## src/rtl/axi_lite_arb2.sv

```systemverilog
// ============================================================================
// Module   : axi_lite_arb2
// Brief    : Two-master / one-slave AXI-lite arbiter with independent read and
//            write paths. Define ARB_FIXED_PRIO_EN for fixed m0-first priority
//            (default build: round-robin).
// Revision : 1.0 - initial release
// ============================================================================
`timescale 1ns/1ps
`default_nettype none

module axi_lite_arb2 #(
  parameter int ADDR_W = 18,
  parameter int DATA_W = 16
) (
  input  logic                  clk,
  input  logic                  rst,

  // master 0
  input  logic [ADDR_W-1:0]     m0_aw_addr,
  input  logic                  m0_aw_valid,
  output logic                  m0_aw_ready,
  input  logic [DATA_W-1:0]     m0_w_data,
  input  logic [DATA_W/8-1:0]   m0_w_strb,
  input  logic                  m0_w_valid,
  output logic                  m0_w_ready,
  output logic [1:0]            m0_b_resp,
  output logic                  m0_b_valid,
  input  logic                  m0_b_ready,
  input  logic [ADDR_W-1:0]     m0_ar_addr,
  input  logic                  m0_ar_valid,
  output logic                  m0_ar_ready,
  output logic [DATA_W-1:0]     m0_r_data,
  output logic [1:0]            m0_r_resp,
  output logic                  m0_r_valid,
  input  logic                  m0_r_ready,

  // master 1
  input  logic [ADDR_W-1:0]     m1_aw_addr,
  input  logic                  m1_aw_valid,
  output logic                  m1_aw_ready,
  input  logic [DATA_W-1:0]     m1_w_data,
  input  logic [DATA_W/8-1:0]   m1_w_strb,
  input  logic                  m1_w_valid,
  output logic                  m1_w_ready,
  output logic [1:0]            m1_b_resp,
  output logic                  m1_b_valid,
  input  logic                  m1_b_ready,
  input  logic [ADDR_W-1:0]     m1_ar_addr,
  input  logic                  m1_ar_valid,
  output logic                  m1_ar_ready,
  output logic [DATA_W-1:0]     m1_r_data,
  output logic [1:0]            m1_r_resp,
  output logic                  m1_r_valid,
  input  logic                  m1_r_ready,

  // slave
  output logic [ADDR_W-1:0]     s_aw_addr,
  output logic                  s_aw_valid,
  input  logic                  s_aw_ready,
  output logic [DATA_W-1:0]     s_w_data,
  output logic [DATA_W/8-1:0]   s_w_strb,
  output logic                  s_w_valid,
  input  logic                  s_w_ready,
  input  logic [1:0]            s_b_resp,
  input  logic                  s_b_valid,
  output logic                  s_b_ready,
  output logic [ADDR_W-1:0]     s_ar_addr,
  output logic                  s_ar_valid,
  input  logic                  s_ar_ready,
  input  logic [DATA_W-1:0]     s_r_data,
  input  logic [1:0]            s_r_resp,
  input  logic                  s_r_valid,
  output logic                  s_r_ready
);

  typedef enum logic [1:0] {
    R_IDLE = 2'd0,
    R_ADDR = 2'd1,
    R_RESP = 2'd2
  } rd_state_e;

  typedef enum logic [1:0] {
    W_IDLE = 2'd0,
    W_XFER = 2'd1,
    W_RESP = 2'd2
  } wr_state_e;

  rd_state_e rd_state_q, rd_state_d;
  wr_state_e wr_state_q, wr_state_d;

  // Grant encoding: 0 = m0, 1 = m1
  logic rd_gnt_q, rd_gnt_d;
  logic wr_gnt_q, wr_gnt_d;
  logic aw_done_q, aw_done_d;
  logic w_done_q, w_done_d;

  logic w_rd_pick;
  logic w_wr_pick;

  // --------------------------------------------------------------------------
  // Arbitration decision for a new request
  // --------------------------------------------------------------------------
`ifdef ARB_FIXED_PRIO_EN
  assign w_rd_pick = ~m0_ar_valid;
  assign w_wr_pick = ~m0_aw_valid;
`else
  logic rd_last_q, rd_last_d;
  logic wr_last_q, wr_last_d;

  // On a tie the master that was not served last wins; otherwise the sole requester.
  assign w_rd_pick = (m0_ar_valid && m1_ar_valid) ? ~rd_last_q : m1_ar_valid;
  assign w_wr_pick = (m0_aw_valid && m1_aw_valid) ? ~wr_last_q : m1_aw_valid;

  always_ff @(posedge clk or posedge rst) begin
    if (rst) begin
      rd_last_q <= 1'b1;
      wr_last_q <= 1'b1;
    end else begin
      rd_last_q <= rd_last_d;
      wr_last_q <= wr_last_d;
    end
  end
`endif

  // --------------------------------------------------------------------------
  // State registers
  // --------------------------------------------------------------------------
  always_ff @(posedge clk or posedge rst) begin
    if (rst) begin
      rd_state_q <= R_IDLE;
      wr_state_q <= W_IDLE;
      rd_gnt_q   <= 1'b0;
      wr_gnt_q   <= 1'b0;
      aw_done_q  <= 1'b0;
      w_done_q   <= 1'b0;
    end else begin
      rd_state_q <= rd_state_d;
      wr_state_q <= wr_state_d;
      rd_gnt_q   <= rd_gnt_d;
      wr_gnt_q   <= wr_gnt_d;
      aw_done_q  <= aw_done_d;
      w_done_q   <= w_done_d;
    end
  end

  // --------------------------------------------------------------------------
  // Payload routing; only the handshake signals depend on state
  // --------------------------------------------------------------------------
  assign s_ar_addr = rd_gnt_q ? m1_ar_addr : m0_ar_addr;
  assign m0_r_data = s_r_data;
  assign m1_r_data = s_r_data;
  assign m0_r_resp = s_r_resp;
  assign m1_r_resp = s_r_resp;

  assign s_aw_addr = wr_gnt_q ? m1_aw_addr : m0_aw_addr;
  assign s_w_data  = wr_gnt_q ? m1_w_data  : m0_w_data;
  assign s_w_strb  = wr_gnt_q ? m1_w_strb  : m0_w_strb;
  assign m0_b_resp = s_b_resp;
  assign m1_b_resp = s_b_resp;

  // --------------------------------------------------------------------------
  // Read path FSM
  // --------------------------------------------------------------------------
  always_comb begin
    logic ar_v;
    logic r_rdy;
    rd_state_d  = rd_state_q;
    rd_gnt_d    = rd_gnt_q;
`ifndef ARB_FIXED_PRIO_EN
    rd_last_d   = rd_last_q;
`endif
    s_ar_valid  = 1'b0;
    s_r_ready   = 1'b0;
    m0_ar_ready = 1'b0;
    m1_ar_ready = 1'b0;
    m0_r_valid  = 1'b0;
    m1_r_valid  = 1'b0;
    ar_v        = rd_gnt_q ? m1_ar_valid : m0_ar_valid;
    r_rdy       = rd_gnt_q ? m1_r_ready  : m0_r_ready;

    case (rd_state_q)
      R_IDLE: begin
        if (m0_ar_valid || m1_ar_valid) begin
          rd_gnt_d   = w_rd_pick;
          rd_state_d = R_ADDR;
        end
      end
      R_ADDR: begin
        s_ar_valid  = ar_v;
        m0_ar_ready = ~rd_gnt_q & s_ar_ready;
        m1_ar_ready =  rd_gnt_q & s_ar_ready;
        if (ar_v && s_ar_ready) begin
          rd_state_d = R_RESP;
        end
      end
      R_RESP: begin
        s_r_ready  = r_rdy;
        m0_r_valid = ~rd_gnt_q & s_r_valid;
        m1_r_valid =  rd_gnt_q & s_r_valid;
        if (s_r_valid && r_rdy) begin
          rd_state_d = R_IDLE;
`ifndef ARB_FIXED_PRIO_EN
          rd_last_d  = rd_gnt_q;
`endif
        end
      end
      default: begin
        rd_state_d = R_IDLE;
      end
    endcase
  end

  // --------------------------------------------------------------------------
  // Write path FSM; AW and W run in parallel, each masked once accepted
  // --------------------------------------------------------------------------
  always_comb begin
    logic aw_v;
    logic w_v;
    logic b_rdy;
    logic aw_hs;
    logic w_hs;
    wr_state_d  = wr_state_q;
    wr_gnt_d    = wr_gnt_q;
    aw_done_d   = aw_done_q;
    w_done_d    = w_done_q;
`ifndef ARB_FIXED_PRIO_EN
    wr_last_d   = wr_last_q;
`endif
    s_aw_valid  = 1'b0;
    s_w_valid   = 1'b0;
    s_b_ready   = 1'b0;
    m0_aw_ready = 1'b0;
    m1_aw_ready = 1'b0;
    m0_w_ready  = 1'b0;
    m1_w_ready  = 1'b0;
    m0_b_valid  = 1'b0;
    m1_b_valid  = 1'b0;
    aw_v        = wr_gnt_q ? m1_aw_valid : m0_aw_valid;
    w_v         = wr_gnt_q ? m1_w_valid  : m0_w_valid;
    b_rdy       = wr_gnt_q ? m1_b_ready  : m0_b_ready;
    aw_hs       = 1'b0;
    w_hs        = 1'b0;

    case (wr_state_q)
      W_IDLE: begin
        // A lone w_valid never starts a grant; it waits for its AW.
        if (m0_aw_valid || m1_aw_valid) begin
          wr_gnt_d   = w_wr_pick;
          wr_state_d = W_XFER;
        end
      end
      W_XFER: begin
        s_aw_valid  = aw_v & ~aw_done_q;
        s_w_valid   = w_v  & ~w_done_q;
        m0_aw_ready = ~wr_gnt_q & ~aw_done_q & s_aw_ready;
        m1_aw_ready =  wr_gnt_q & ~aw_done_q & s_aw_ready;
        m0_w_ready  = ~wr_gnt_q & ~w_done_q  & s_w_ready;
        m1_w_ready  =  wr_gnt_q & ~w_done_q  & s_w_ready;
        aw_hs       = aw_v & ~aw_done_q & s_aw_ready;
        w_hs        = w_v  & ~w_done_q  & s_w_ready;
        aw_done_d   = aw_done_q | aw_hs;
        w_done_d    = w_done_q  | w_hs;
        if ((aw_done_q || aw_hs) && (w_done_q || w_hs)) begin
          aw_done_d  = 1'b0;
          w_done_d   = 1'b0;
          wr_state_d = W_RESP;
        end
      end
      W_RESP: begin
        s_b_ready  = b_rdy;
        m0_b_valid = ~wr_gnt_q & s_b_valid;
        m1_b_valid =  wr_gnt_q & s_b_valid;
        if (s_b_valid && b_rdy) begin
          wr_state_d = W_IDLE;
`ifndef ARB_FIXED_PRIO_EN
          wr_last_d  = wr_gnt_q;
`endif
        end
      end
      default: begin
        wr_state_d = W_IDLE;
        aw_done_d  = 1'b0;
        w_done_d   = 1'b0;
      end
    endcase
  end

endmodule

`default_nettype wire

```

## config.mk

```make
export PLATFORM = sky130hd
export DESIGN_NAME = axi_lite_arb2
export DESIGN_NICKNAME = d
export VERILOG_FILES = /design/src/rtl/axi_lite_arb2.sv
export SDC_FILE = /design/constraint.sdc
export NUM_CORES = 1
export LEC_CHECK = 0
export BUFFER_PORTS_ARGS = -buffer_cell sky130_fd_sc_hd__buf_2
export CAP_MARGIN = 20
export CELL_PAD_IN_SITES_DETAIL_PLACEMENT = 1
export CELL_PAD_IN_SITES_GLOBAL_PLACEMENT = 1
export CORE_MARGIN = 2
export CORE_UTILIZATION = 17
export DETAILED_ROUTE_END_ITERATION = 8
export PLACE_DENSITY = 0.9
export SLEW_MARGIN = 10
export SYNTH_ARGS = -nofsm -noshare
export SYNTH_HDL_FRONTEND = slang
export SYNTH_SLANG_ARGS = --single-unit
```

## constraint.sdc

```tcl
create_clock -name clk -period 1.7 [get_ports clk]
set_clock_uncertainty 0.1 [all_clocks]
set_input_delay 0.255 -clock clk [delete_from_list [all_inputs] [get_ports clk]]
set_output_delay 0.255 -clock clk [all_outputs]
set_load 0.02 [all_outputs]
```

==> metrics.csv <==
stage,metric,value,unit
routing,drc,0,
clocking,cts_tree,yes,
layout,fillers,1086,
grt,gr-usage-all-layers,0.1253,
routing,drt_iter0_markers,31,
setup_path,startpoint_type,register,
place,post-place-cells,454,
routing,firstDrtPassIters,3,
synth,syn_inst,175,
power_and_ir_drop,net-switching-power,2.300,mW
synth,synthesis.area,0.001612,mm^2
layout,final_util,0.3607,
min_path,hold_path.class,in2reg,
die,start_util,0.1744,
setup_path,critical_path_class,reg2out,
grt,grt-ovfl-total,0,
power_and_ir_drop,leakage,1.778,nW
power_and_ir_drop,powerDensity,1626,mW/mm^2
layout,final_common_cell,buf_2,
timing,fmax,558.6,MHz
layout,regArea,255.2,um^2
clocking,cts-buffers-inserted,3,
grt,antenna_found_initial,2,
place,hpwl,6565,um
layout,design_area,0.003333,mm^2
timing,fin_ws,-0.09014,ns
clocking,htreeDepth,1,
timing,worstMarginPinSlew,0.4364,ns
routing,totalWireLength,9635,um
synth,yosysTopAreaCell,mux2_2,
routing,wire_per_inst,20.11,um
routing,num_vias,2098,
die,die_area,0.01027,mm^2
timing,slew_viol_final,0,
power_and_ir_drop,pwr-share-seq,0.090,
die,fp.dieW,101.4,um
layout,final_cells,479,
timing,holdWs,0.2198,ns
setup_path,cp-end-kind,output port,
timing,rsz0062_at_grt,yes,
grt,grt_max_degree,39,
layout,final_cell_mix,"137 x buf_2, 58 x buf_6, 38 x mux2_4",
layout,areaGrowthSynthToFinish,106.8,%
timing,finalSetupTns,-2.144,ns
power_and_ir_drop,irDropWorstVdd,0.6119,mV
setup_path,worstPathRequired,1.34,ns
grt,grt_pass1_vias,1951,
die,io_pins,254,
place,place.gp.congestion,0.8875,
synth,synth-seq-cells,10,
timing,setup_viol,44,
die,fp.dieH,101.4,um
timing,period_needed,1.790,ns
setup_path,worstPathMaxFanout,6,
routing,detail-route-antenna-nets,0,
die,core_area,0.009240,mm^2
timing,fin_crit_sh,1.053,
run,maxCapViolCount,0,
synth,yosys_warnings,0,
timing,relSlewSlack,0.7087,
clocking,insertion_delay,0.23,ns
routing,via_per_inst,4.380,
synth,synthDistinctLibCells,29,
synth,syn_area_per_cell,9.209,um^2
synth,synth_nets,320,
clocking,clock_tree.buffer_depth,2,
power_and_ir_drop,p_clk_frac,0.055,
power_and_ir_drop,switching_share,0.4243,
power_and_ir_drop,internal_power,3.120,mW
run_status,violations,setup timing,
clocking,cts.clk_slew.worst_paths,0.05,ns
clocking,cts_sinks,10,
synth,synth_top_cells_by_area,"mux2_2 39%, buf_4 19%, dfrtp_1 12%, dfstp_2 3.3%, nor2b_1 2.3%",
layout,multi_input_area,0.001200,mm^2
place,dpl_worst_slack,0.1356,ns
die,row_count,35,
layout,final_nets,494,
place,post_dp_cell_area,0.002461,mm^2
synth,synth_seq_area_share,0.1568,
grt,grt_pass1_wl,9839,um
power_and_ir_drop,power,5.420,mW
run_status,status,finished with violations,
place,portBuffers,193,
synth,netlist.area_leader.share,0.3913,
setup_path,worstPathArrival,1.44,ns
power_and_ir_drop,power_frac_comb,0.856,
layout,drive_gt1_frac,0.8506,
clocking,cts_root_buf,clkbuf_8,
timing,hold_viol_final,0,
layer usage:
metal | routed length (um) | global-route usage | vias up
met5 | 0 | 0 | -
met4 | 444 | 0.02807 | 0
met3 | 767 | 0.02830 | 32
met2 | 5328 | 0.2756 | 146
met1 | 3095 | 0.1106 | 991
li1 | - | - | 929
final timing paths:
check	start	endpoint	slack [ns]	depth (start not counted)
max	wr_gnt_q$_DFFE_PP0P_	s_b_ready	-0.09	5
min	m1_aw_valid	wr_gnt_q$_DFFE_PP0P_	0.22	2
max reg2reg	wr_gnt_q$_DFFE_PP0P_	wr_last_q$_DFFE_PP1P_	0.04	6
min reg2reg	rd_last_q$_DFFE_PP1P_	rd_last_q$_DFFE_PP1P_	0.39	2
max in group asynchronous	rst	wr_last_q$_DFFE_PP1P_	0.70	3
min in group asynchronous	rst	aw_done_q$_DFFE_PP0N_	0.47	3
sequential cells by signal, indices dropped and copies added, names as in the netlist:
name        cells
aw_done_q       1
w_done_q        1
rd_last_q       1
rd_state_q      2
wr_last_q       1
rd_gnt_q        1
wr_gnt_q        1
wr_state_q      2
logic make-up after synthesis:
logic type | Yosys count | synth area share
DFF | 10 | 0.1568
and+or+nand+nor | 37 | 0.1188
AOI/OAI and AO/OA | 15 | 0.07920
muxes | 60 | 0.4192
buffers and inverters | 53 | 0.2259
cell type report:
class	count	area share
Antenna cell	2	0.001502
Inverter	4	0.004505
Sequential cell	10	0.07658
Tap cell	129	0.04842
Timing Repair Buffer	218	0.4925
Multi-Input combinational cell	112	0.3600
Clock buffer	4	0.01652
worst max-delay path, stage by stage, from the launching register on:
cell	delay, ns
dfrtp_2	0.42
buf_8	0.15
buf_6	0.14
mux2i_4	0.18
nor2b_1	0.15
buf_4	0.16
synth_stat cells (all sizes together):
cell type / count
nand2: 8
o41ai: 3
inv: 4
a21oi: 2
a21o: 2
a211oi: 1
o31ai: 1
o2bb2ai: 1
a311oi: 1
nand2b: 1
nand3b: 2
dfrtp: 8
nor3b: 2
a32o: 2
mux2: 57
and2: 2
nor2: 9
buf: 47
dfstp: 2
o21ai: 2
nor3: 2
clkbuf: 2
and3: 5
mux2i: 3
nor2b: 6
what timing repair did:
action | CTS | global route
hold buffers | 1 | 0
pin swaps | 0 | 3
resized for setup | 14 | 155
endpoints found under the setup margin | 40 | 66
buffers inserted | 0 | 9
endpoints found under the hold margin | 8 | 0
cloned | 0 | 9
power groups by stage:
stage | registers [mW] | clock network, mW | logic, mW
final | 0.486 | 0.297 | 4.64
after global routing | 0.504 | 0.330 | 4.84
after CTS | 0.474 | 0.312 | 3.01
after detailed placement | 0.472 | 0 | 2.92
after global placement | 0.458 | 0 | 2.86
after floorplan | 0.424 | 0 | 2.12
(Power assumes the default switching activity.)
